**src/rtl/atom_seq_pkg.sv**
```systemverilog
// Shared types and register map for the atom job sequencer.
package atom_seq_pkg;
  typedef enum logic [1:0] {ST_IDLE, ST_BUSY, ST_COOL} seq_state_e;

  localparam logic [1:0] ADDR_CTRL = 2'd0;
  localparam logic [1:0] ADDR_FIFO = 2'd1;
  localparam logic [1:0] ADDR_CNT  = 2'd2;
  localparam logic [1:0] ADDR_RES  = 2'd3;

  localparam int CTRL_RUN       = 0;
  localparam int CTRL_CLR_CNT   = 1;
  localparam int CTRL_CLR_BATCH = 2;

  localparam int STAT_RUN   = 0;
  localparam int STAT_BUSY  = 1;
  localparam int STAT_EMPTY = 2;
  localparam int STAT_BATCH = 3;
  localparam int STAT_OVF   = 4;
  localparam int STAT_TMO   = 5;
endpackage

```
**src/rtl/atom_job_sequencer_if.sv**
```systemverilog
// Avalon-MM host register port of the job sequencer (read latency 0).
interface atom_job_sequencer_if;
  logic [1:0] address;
  logic       write_n;
  logic [7:0] writedata;
  logic [7:0] readdata;

  modport master (output address, write_n, writedata, input readdata);
  modport slave  (input address, write_n, writedata, output readdata);
endinterface

```
**src/rtl/atom_seq_fifo.sv**
```systemverilog
// Show-ahead synchronous FIFO; pushes while full and pops while empty are ignored.
module atom_seq_fifo #(
  parameter int WIDTH = 8,
  parameter int DEPTH = 8,
  localparam int AW = $clog2(DEPTH),
  localparam int LW = AW + 1
) (
  input  logic             clk,
  input  logic             reset_n,
  input  logic             push,
  input  logic             pop,
  input  logic [WIDTH-1:0] din,
  output logic [WIDTH-1:0] dout,
  output logic             full,
  output logic             empty,
  output logic [LW-1:0]    level
);
  logic [WIDTH-1:0] mem [DEPTH];
  logic [AW-1:0]    wr_ptr, rd_ptr;
  logic             wr_ok, rd_ok;

  assign full  = (level == LW'(DEPTH));
  assign empty = (level == '0);
  assign wr_ok = push && !full;
  assign rd_ok = pop && !empty;
  assign dout  = mem[rd_ptr];

  always_ff @(posedge clk)
    if (wr_ok) mem[wr_ptr] <= din;

  // Pointers wrap naturally because DEPTH is a power of two.
  always_ff @(posedge clk or negedge reset_n) begin
    if (!reset_n) begin
      wr_ptr <= '0;
      rd_ptr <= '0;
      level  <= '0;
    end else begin
      if (wr_ok) wr_ptr <= wr_ptr + 1'b1;
      if (rd_ok) rd_ptr <= rd_ptr + 1'b1;
      level <= level + LW'(wr_ok) - LW'(rd_ok);
    end
  end
endmodule

```
**src/rtl/atom_job_sequencer.sv**
```systemverilog
// Dispatches host-queued jobs one at a time to a start/done atom.
// Optional BUSY watchdog enabled by defining ATOM_SEQ_TIMEOUT_EN.
module atom_job_sequencer
  import atom_seq_pkg::*;
#(
  parameter int FIFO_DEPTH     = 8,
  parameter int TIMEOUT_CYCLES = 1024
) (
  input  logic                 clk,
  input  logic                 reset_n,
  atom_job_sequencer_if.slave  avs,
  output logic                 atom_en,
  output logic [7:0]           atom_arg,
  input  logic                 atom_done,
  input  logic [7:0]           atom_result,
  output logic                 irq
);
  localparam int LW = $clog2(FIFO_DEPTH) + 1;

  if (FIFO_DEPTH < 2 || FIFO_DEPTH > 64 || TIMEOUT_CYCLES < 2) begin : g_bad_param
    $error("atom_job_sequencer: unsupported FIFO_DEPTH or TIMEOUT_CYCLES");
  end

  seq_state_e    state;
  logic          run, ovf, batch, tmo;
  logic [7:0]    done_cnt, last_result;
  logic          wr_ctrl, push, pop, full, empty, expire, clr_cnt;
  logic [7:0]    head;
  logic [LW-1:0] level;

  assign wr_ctrl = !avs.write_n && (avs.address == ADDR_CTRL);
  assign push    = !avs.write_n && (avs.address == ADDR_FIFO);
  assign clr_cnt = wr_ctrl && avs.writedata[CTRL_CLR_CNT];
  assign pop     = (state == ST_IDLE) && run && !empty;
  assign irq     = batch;

  atom_seq_fifo #(.WIDTH(8), .DEPTH(FIFO_DEPTH)) u_fifo (
    .clk(clk), .reset_n(reset_n), .push(push), .pop(pop), .din(avs.writedata),
    .dout(head), .full(full), .empty(empty), .level(level)
  );

`ifdef ATOM_SEQ_TIMEOUT_EN
  localparam int TW = $clog2(TIMEOUT_CYCLES) + 1;
  logic [TW-1:0] tcnt;

  assign expire = (state == ST_BUSY) && !atom_done && (tcnt == TW'(TIMEOUT_CYCLES - 1));

  always_ff @(posedge clk or negedge reset_n) begin
    if (!reset_n)              tcnt <= '0;
    else if (pop)              tcnt <= '0;
    else if (state == ST_BUSY) tcnt <= tcnt + 1'b1;
  end
`else
  assign expire = 1'b0;
`endif

  always_ff @(posedge clk or negedge reset_n) begin
    if (!reset_n) begin
      state       <= ST_IDLE;
      atom_en     <= 1'b0;
      atom_arg    <= '0;
      run         <= 1'b0;
      ovf         <= 1'b0;
      batch       <= 1'b0;
      tmo         <= 1'b0;
      done_cnt    <= '0;
      last_result <= '0;
    end else begin
      if (wr_ctrl) begin
        run <= avs.writedata[CTRL_RUN];
        if (clr_cnt) begin
          done_cnt <= '0;
          ovf      <= 1'b0;
        end
        if (avs.writedata[CTRL_CLR_BATCH]) begin
          batch <= 1'b0;
          tmo   <= 1'b0;
        end
      end
      if (push && full) ovf <= 1'b1;
      // Later assignments below override the CTRL clears where a set must win.
      case (state)
        ST_IDLE: if (pop) begin
          atom_arg <= head;
          atom_en  <= 1'b1;
          state    <= ST_BUSY;
        end
        ST_BUSY: if (atom_done) begin
          atom_en     <= 1'b0;
          last_result <= atom_result;
          if (!clr_cnt) done_cnt <= done_cnt + 8'd1;
          if (empty)    batch    <= 1'b1;
          state       <= ST_COOL;
        end else if (expire) begin
          atom_en <= 1'b0;
          tmo     <= 1'b1;
          run     <= 1'b0;
          state   <= ST_COOL;
        end
        default: state <= ST_IDLE;
      endcase
    end
  end

  always_comb begin
    avs.readdata = '0;
    case (avs.address)
      ADDR_CTRL: avs.readdata = {2'b00, tmo, ovf, batch, empty, state != ST_IDLE, run};
      ADDR_FIFO: avs.readdata = 8'(level);
      ADDR_CNT:  avs.readdata = done_cnt;
      default:   avs.readdata = last_result;
    endcase
  end
endmodule

```
**src/flat_wrapper.sv**
```systemverilog
// flat-port wrapper written by rule: the top's interface ports become plain ports
module atom_job_sequencer_flat import atom_seq_pkg::*;
#(
  parameter int FIFO_DEPTH     = 8,
  parameter int TIMEOUT_CYCLES = 1024
)
  (clk, reset_n, atom_en, atom_arg, atom_done, atom_result, irq, avs_address, avs_write_n, avs_writedata, avs_readdata);
  atom_job_sequencer_if avs_i ();
  input  logic clk;
  input  logic reset_n;
  output logic atom_en;
  output logic [7:0] atom_arg;
  input  logic atom_done;
  input  logic [7:0] atom_result;
  output logic irq;
  input wire logic [$bits(avs_i.address)-1:0] avs_address;
  input wire logic [$bits(avs_i.write_n)-1:0] avs_write_n;
  input wire logic [$bits(avs_i.writedata)-1:0] avs_writedata;
  output wire logic [$bits(avs_i.readdata)-1:0] avs_readdata;
  assign avs_i.address = avs_address;
  assign avs_i.write_n = avs_write_n;
  assign avs_i.writedata = avs_writedata;
  assign avs_readdata = avs_i.readdata;
  atom_job_sequencer #(.FIFO_DEPTH(FIFO_DEPTH), .TIMEOUT_CYCLES(TIMEOUT_CYCLES)) u_core (.clk(clk), .reset_n(reset_n), .avs(avs_i), .atom_en(atom_en), .atom_arg(atom_arg), .atom_done(atom_done), .atom_result(atom_result), .irq(irq));
endmodule
```
**config.mk**
```make
export PLATFORM = sky130hd
export DESIGN_NAME = atom_job_sequencer_flat
export DESIGN_NICKNAME = d
export VERILOG_FILES = /design/src/rtl/atom_seq_pkg.sv /design/src/rtl/atom_job_sequencer_if.sv /design/src/rtl/atom_seq_fifo.sv /design/src/rtl/atom_job_sequencer.sv /design/src/flat_wrapper.sv
export SDC_FILE = /design/constraint.sdc
export NUM_CORES = 1
export LEC_CHECK = 0
export BUFFER_PORTS_ARGS = -buffer_cell sky130_fd_sc_hd__buf_2
export CORE_AREA = 3 3 111 113
export DETAILED_ROUTE_END_ITERATION = 16
export DIE_AREA = 0 0 114 116
export GPL_ROUTABILITY_DRIVEN = 0
export REMOVE_ABC_BUFFERS = 1
export SYNTH_ARGS = -nofsm -noshare
export SYNTH_HDL_FRONTEND = slang
export SYNTH_SLANG_ARGS = --single-unit
export TNS_END_PERCENT = 100
```
**constraint.sdc**
```tcl
create_clock -name clk -period 3.85 [get_ports clk]
set_input_delay 0.385 -clock clk [delete_from_list [all_inputs] [get_ports clk]]
set_output_delay 0.385 -clock clk [all_outputs]
set_load 0.1 [all_outputs]
```
==> results of run 1 <==
## sequential cells by signal (all words and copies together) (netlist names)
signal	count
u_core.atom_arg	8
u_core.atom_en	1
u_core.done_cnt	8
u_core.irq	1
u_core.last_result	8
u_core.ovf	1
u_core.run	1
u_core.state	2
u_core.u_fifo.level	4
u_core.u_fifo.mem	64
u_core.u_fifo.rd_ptr	3
u_core.u_fifo.wr_ptr	3
## logic make-up (layout without fill, tap and decap cells)
logic type	count (synthesis)	after routing	synth area share (%)
AND/OR/NAND/NOR	80	80	9.131
multiplexers	45	45	11.68
flip-flops	104	104	64.64
XOR/XNOR	8	8	1.550
buffers and inverters	25	70	2.545
adder cells (fa/ha/maj)	10	10	2.933
AO/OA/AOI/OAI	46	46	7.526
## per-stage QoR
stage,std cells,area [um^2],power (mW)
2_1_floorplan,304,4448,2.849
3_3_place_gp,490,4852,3.205
3_5_place_dp,490,4852,3.228
4_1_cts,506,5142,4.135
5_1_grt,506,5142,4.337
6_report,506,5142,4.100
## cells in the mapped netlist, drive strengths merged (3+ instances only)
cell type / instances
nor2b: 6
mux2: 22
nand2: 34
inv: 11
nand3: 3
ha: 9
mux2i: 19
buf: 10
a22o: 10
o22ai: 8
nand2b: 4
nor2: 12
a21oi: 5
mux4: 4
edfxtp: 64
clkbuf: 4
o21ai: 10
dfrtp: 40
o31ai: 12
nand4: 4
nor3: 4
xnor2: 6
## how the worst min path moves through the flow
stage,from,endpoint,slack (ns),cells after the start
2_1_floorplan,reset_n,u_core.atom_arg[0],0.09,0
3_3_place_gp,u_core.last_result[4],u_core.last_result[4],0.46,2
3_5_place_dp,u_core.atom_en,u_core.atom_en,0.47,2
4_1_cts,reset_n,u_core.last_result[5],0.21,1
5_1_grt,atom_result[7],u_core.last_result[7],0.23,3
6_report,reset_n,u_core.last_result[5],0.17,1
## layer usage
layer  global-route usage (%)  vias to the layer above
met5                        0                        -
met4                    6.413                        0
met3                    2.298                       10
met2                    23.30                       32
met1                    22.02                     1352
li1                         -                     1261
## power by group through the flow
stage / Combinational (mW) / Sequential (mW) / Clock, mW
after global placement: 1.60 / 1.61 / 0
after CTS: 1.62 / 1.59 / 0.921
after floorplan: 0.911 / 1.94 / 0
final: 1.60 / 1.59 / 0.904
after detailed placement: 1.61 / 1.61 / 0
after global routing: 1.74 / 1.63 / 0.971
## final cells by class
cell class	instances	area, um^2	share of cell area, %
Multi-Input combinational cell	189	1484	28.86
Clock inverter	4	53.80	1.046
Timing Repair Buffer	43	225.2	4.380
Tap cell	143	178.9	3.479
Clock buffer	12	236.5	4.599
Sequential cell	104	2923	56.84
Inverter	11	41.29	0.8029
==> flow_summary.yaml, run 1 <==
status:
  status: "complete, no violations"
power_and_ir_drop:
  internal_power_mw: 2.410
  irDropWorstVdd_uv: 312.7
  comb_power_share_pct: 39.1
  switchingPower_mw: 1.690
  power_frac_clock_pct: 22.1
  leakage_nw: 2.050
  p_sw_share_pct: 41.21
  p_seq_share_pct: 38.8
  powerDensity_nw_per_um2: 797.2
layout:
  fillers: 1050
  fin_nets: 390
  n_antenna_cell: 0
  synthToLayoutAreaGrowth_pct: 13.72
  drive_gt1_share_pct: 25.34
  final_common_cell: "edfxtp_1"
  final_cell_mix: "edfxtp_1, dfrtp_1, buf_2, nand2_1, mux2_2"
  utilization_pct: 45.04
die:
  die_h_um: 116
  start_util_pct: 39.60
  ios: 40
  coreArea_um2: 11420
  die_area_um2: 13220
  rows: 39
  die-width_um: 114
setup_path:
  critical_path.cell_chain: "inv_1 > ha_1 > nor3b_1 > buf_4 > or2_4 > inv_1 > ha_1 > inv_1 > ha_1 > inv_1 > fa_1 > xnor2_1"
  cp.required_ns: 4.07
  crit_path_start: "u_core.u_fifo.level[2]"
  ff2ff_setup_slack_ns: 1.31
  timing.rr.end: "u_core.u_fifo.level[2]"
  cpMostUsedCell: "inv_1"
  path_buf_inv: 5
  worstSetupEndpoint: "u_core.u_fifo.level[2]"
  max_stage_delay_ns: 0.38
  crit_family: "adder cells"
  r2r_cells: 12
  cp.depth: 12
  cp.arrival_ns: 2.77
  path_class: "flop to flop"
  startpoint_type: "flop"
  critPathMaxFanout: 13
  crit_path_top_delay_cell: "dfrtp_1"
  endpoint_kind: "flop"
  r2r_start: "u_core.u_fifo.level[2]"
drt:
  met1_length_um: 4410
  vias: 2655
  top_layer_used: "met4"
  routed_wl_um: 9381
  drt-wirelength-per-cell_um: 18.54
  drt_iter0_markers: 124
  route.met2.wl_um: 4578
  ant_nets: 0
  viasPerCell: 5.247
  firstDrtPassIters: 4
  drc: 0
  wl_met3_um: 229
clocking:
  cts_resized: 0
  post_cts_buffers: 0
  cts_made_buffers: 9
  clock_path_buffers: 2
  htreeDepth: 3
  path_clk_slew_ns: 0.07
  cts_root_buf: "clkbuf_16"
  cts_tree: "built"
  clk_latency_ns: 0.35
  hold_buffers: 0
  cts_sinks: 104
timing:
  fin_crit_ns: 2.543
  final.period_utilization_pct: 66.06
  maxSlewViolCount: 0
  rsz0062_at_grt: "false"
  skew_ns: 0.01022
  worst_slack_ns: 1.307
  timing.slew.headroom_pct: 34.32
  fmax_ghz: 0.3932
  tightest_slew_ns: 0.9815
  hold_ws_ns: 0.1666
  hold_violations: 0
  tns_ns: 0
  final-setup-viol-count: 0
logic_synthesis:
  syn_area_um2: 4522
  async_flop_share_pct: 38.46
  synthTopCellsByArea: "edfxtp_1, dfrtp_1, mux2_2"
  ys_seq_area_share_pct: 64.64
  synth-edff-count: 64
  syn_area_per_cell_um2: 14.22
  yosysTopAreaCell: "edfxtp_1"
  synth_ff_type: "edfxtp_1"
  synthCells: 318
  synth_seq_cells: 104
  synth_warnings: 0
  yosysUniqueCellTypes: 38
  synth_top_area_share_pct: 42.50
flow_run:
  cap_violations: 0
global_route:
  grt_pass1_vias: 2609
  overflow: 0
  grt_use_total_pct: 15.30
  grt_max_degree: 41
  grt_antenna_before_repair: 0
  grt_pass1_wl_um: 14980
min_path:
  hold_class: "input port to async pin"
placed_design:
  port_buffers: 39
  dp_slack_ns: 1.288
  hpwl_um: 6107
No activity file was read; power rests on OpenSTA's default activity.
==> inputs of run 2 (changes only) <==
clock period = 2.27 ns   (was 3.85 ns; I/O delays follow)
==> flow_summary.yaml, run 2 (same netlist as run 1, synthesis figures left out) <==
min_path:
  hold_class: "input port to flop"
  hold_path_depth: 3
  hold_start: "atom_result[6]"
layout:
  final_common_cell: "edfxtp_1"
  design_area_um2: 5419
  instances_no_fill: 528
  drive_gt1_share_pct: 33.51
  utilization_pct: 47.46
  fin_nets: 412
  n_antenna_cell: 0
  synthToLayoutAreaGrowth_pct: 19.84
  final_cell_mix: "edfxtp_1, dfrtp_1, buf_2, nand2_1, buf_4"
  top_register: "u_core.u_fifo.mem"
  largest_register_ffs: 64
global_route:
  grt_antenna_before_repair: 0
  grt_pass1_wl_um: 14910
  grt_pass1_vias: 2699
  grt_max_degree: 35
  grt_use_total_pct: 14.91
  overflow: 0
die:
  die-width_um: 114
  start_util_pct: 39.60
  coreArea_um2: 11420
  die_h_um: 116
  rows: 39
  die_area_um2: 13220
  ios: 40
placed_design:
  dp.cells: 507
  placed_area_um2: 5007
  port_buffers: 39
  dp_slack_ns: -0.08789
  hpwl_um: 6251
power_and_ir_drop:
  power_frac_clock_pct: 21.5
  total_power_mw: 7.291
  powerDensity_nw_per_um2: 1346
  comb_power_share_pct: 42.8
  leakage_nw: 2.175
  p_sw_share_pct: 40.73
  irDropWorstVdd_uv: 776.9
  switchingPower_mw: 2.970
  internal_power_mw: 4.322
  p_seq_share_pct: 35.7
setup_path:
  startpoint_type: "flop"
  endpoint_kind: "flop"
  cp.arrival_ns: 2.48
  path_class: "flop to flop"
  r2r_cells: 12
  crit_path_start: "u_core.u_fifo.level[2]"
  r2r_start: "u_core.u_fifo.level[2]"
  critPathMaxFanout: 2
  cp.required_ns: 2.50
drt:
  drt-wirelength-per-cell_um: 17.91
  firstDrtPassIters: 4
  ant_nets: 0
  vias: 2760
  drc: 0
  drt_iter0_markers: 168
  routed_wl_um: 9458
  viasPerCell: 5.227
flow_run:
  cap_violations: 0
timing:
  final.period_utilization_pct: 98.99
  tns_ns: 0
  final-setup-viol-count: 0
  fin_crit_ns: 2.247
  worst_slack_ns: 0.02299
  fmax_ghz: 0.4450
  timing.slew.headroom_pct: 40.89
  maxSlewViolCount: 0
  tightest_slew_ns: 0.8834
  hold_violations: 0
  hold_ws_ns: 0.08383
  skew_ns: 0.006994
clocking:
  path_clk_slew_ns: 0.07
  cts_tree: "built"
  cts_made_buffers: 9
  clk_latency_ns: 0.33
  htreeDepth: 3
  clock_path_buffers: 2
  cts_root_buf: "clkbuf_16"
  cts_sinks: 104
status:
  status: "complete, no violations"
==> run 2: area by class of cell <==
type | instances | area (um^2)
clock inverters | 7 | 78.83
fillers | 1030 | 6000
multi-input cells | 189 | 1548
clock buffers | 9 | 225.2
flip-flops and latches | 104 | 2923
repair buffers | 65 | 424.2
well taps | 143 | 178.9
inverters | 11 | 41.29
==> run 2: power groups by stage <==
stage          clock network [mW]  registers, mW  logic, mW
4_1_cts                      1.60           2.60       3.05
5_1_grt                      1.68           2.65       3.35
6_report                     1.57           2.60       3.12
3_5_place_dp                    0           2.63       3.04
2_1_floorplan                   0           3.29       1.55
3_3_place_gp                    0           2.62       2.99
==> run 2: metal layers <==
layer	wire length, um	global-route usage, %	part of all wire, %
met4	153	4.513	1.6
met5	0	0	0
met2	4508	23.07	48
met1	4355	21.48	46
met3	441	2.872	4.7
==> run 2: worst paths after layout <==
path / end / slack (ns)
setup / recovery: u_core.u_fifo.level[1] / 0.02
hold / removal: u_core.last_result[6] / 0.08
setup reg to reg: u_core.u_fifo.level[1] / 0.02
hold reg to reg: u_core.last_result[0] / 0.47
max in group asynchronous: u_core.state[1] / 1.20
min in group asynchronous: u_core.done_cnt[5] / 0.38
==> run 2: critical path: stages, from the launching register on <==
cell	delay [ns]
dfrtp_1	0.37
inv_2	0.06
buf_6	0.11
ha_2	0.17
nor3b_4	0.15
or2_4	0.23
inv_2	0.07
ha_4	0.19
inv_2	0.04
ha_2	0.17
inv_2	0.04
fa_2	0.51
inv_1	0.04
==> run 2: repair_timing <==
action / in CTS / in global routing
pin swaps: 0 / 2
endpoints found under the setup margin: 4 / 12
buffers inserted: 1 / 3
cloned: 0 / 0
hold buffers: 1 / 0
hold endpoints to repair: 16 / 0
gates resized for setup: 3 / 15
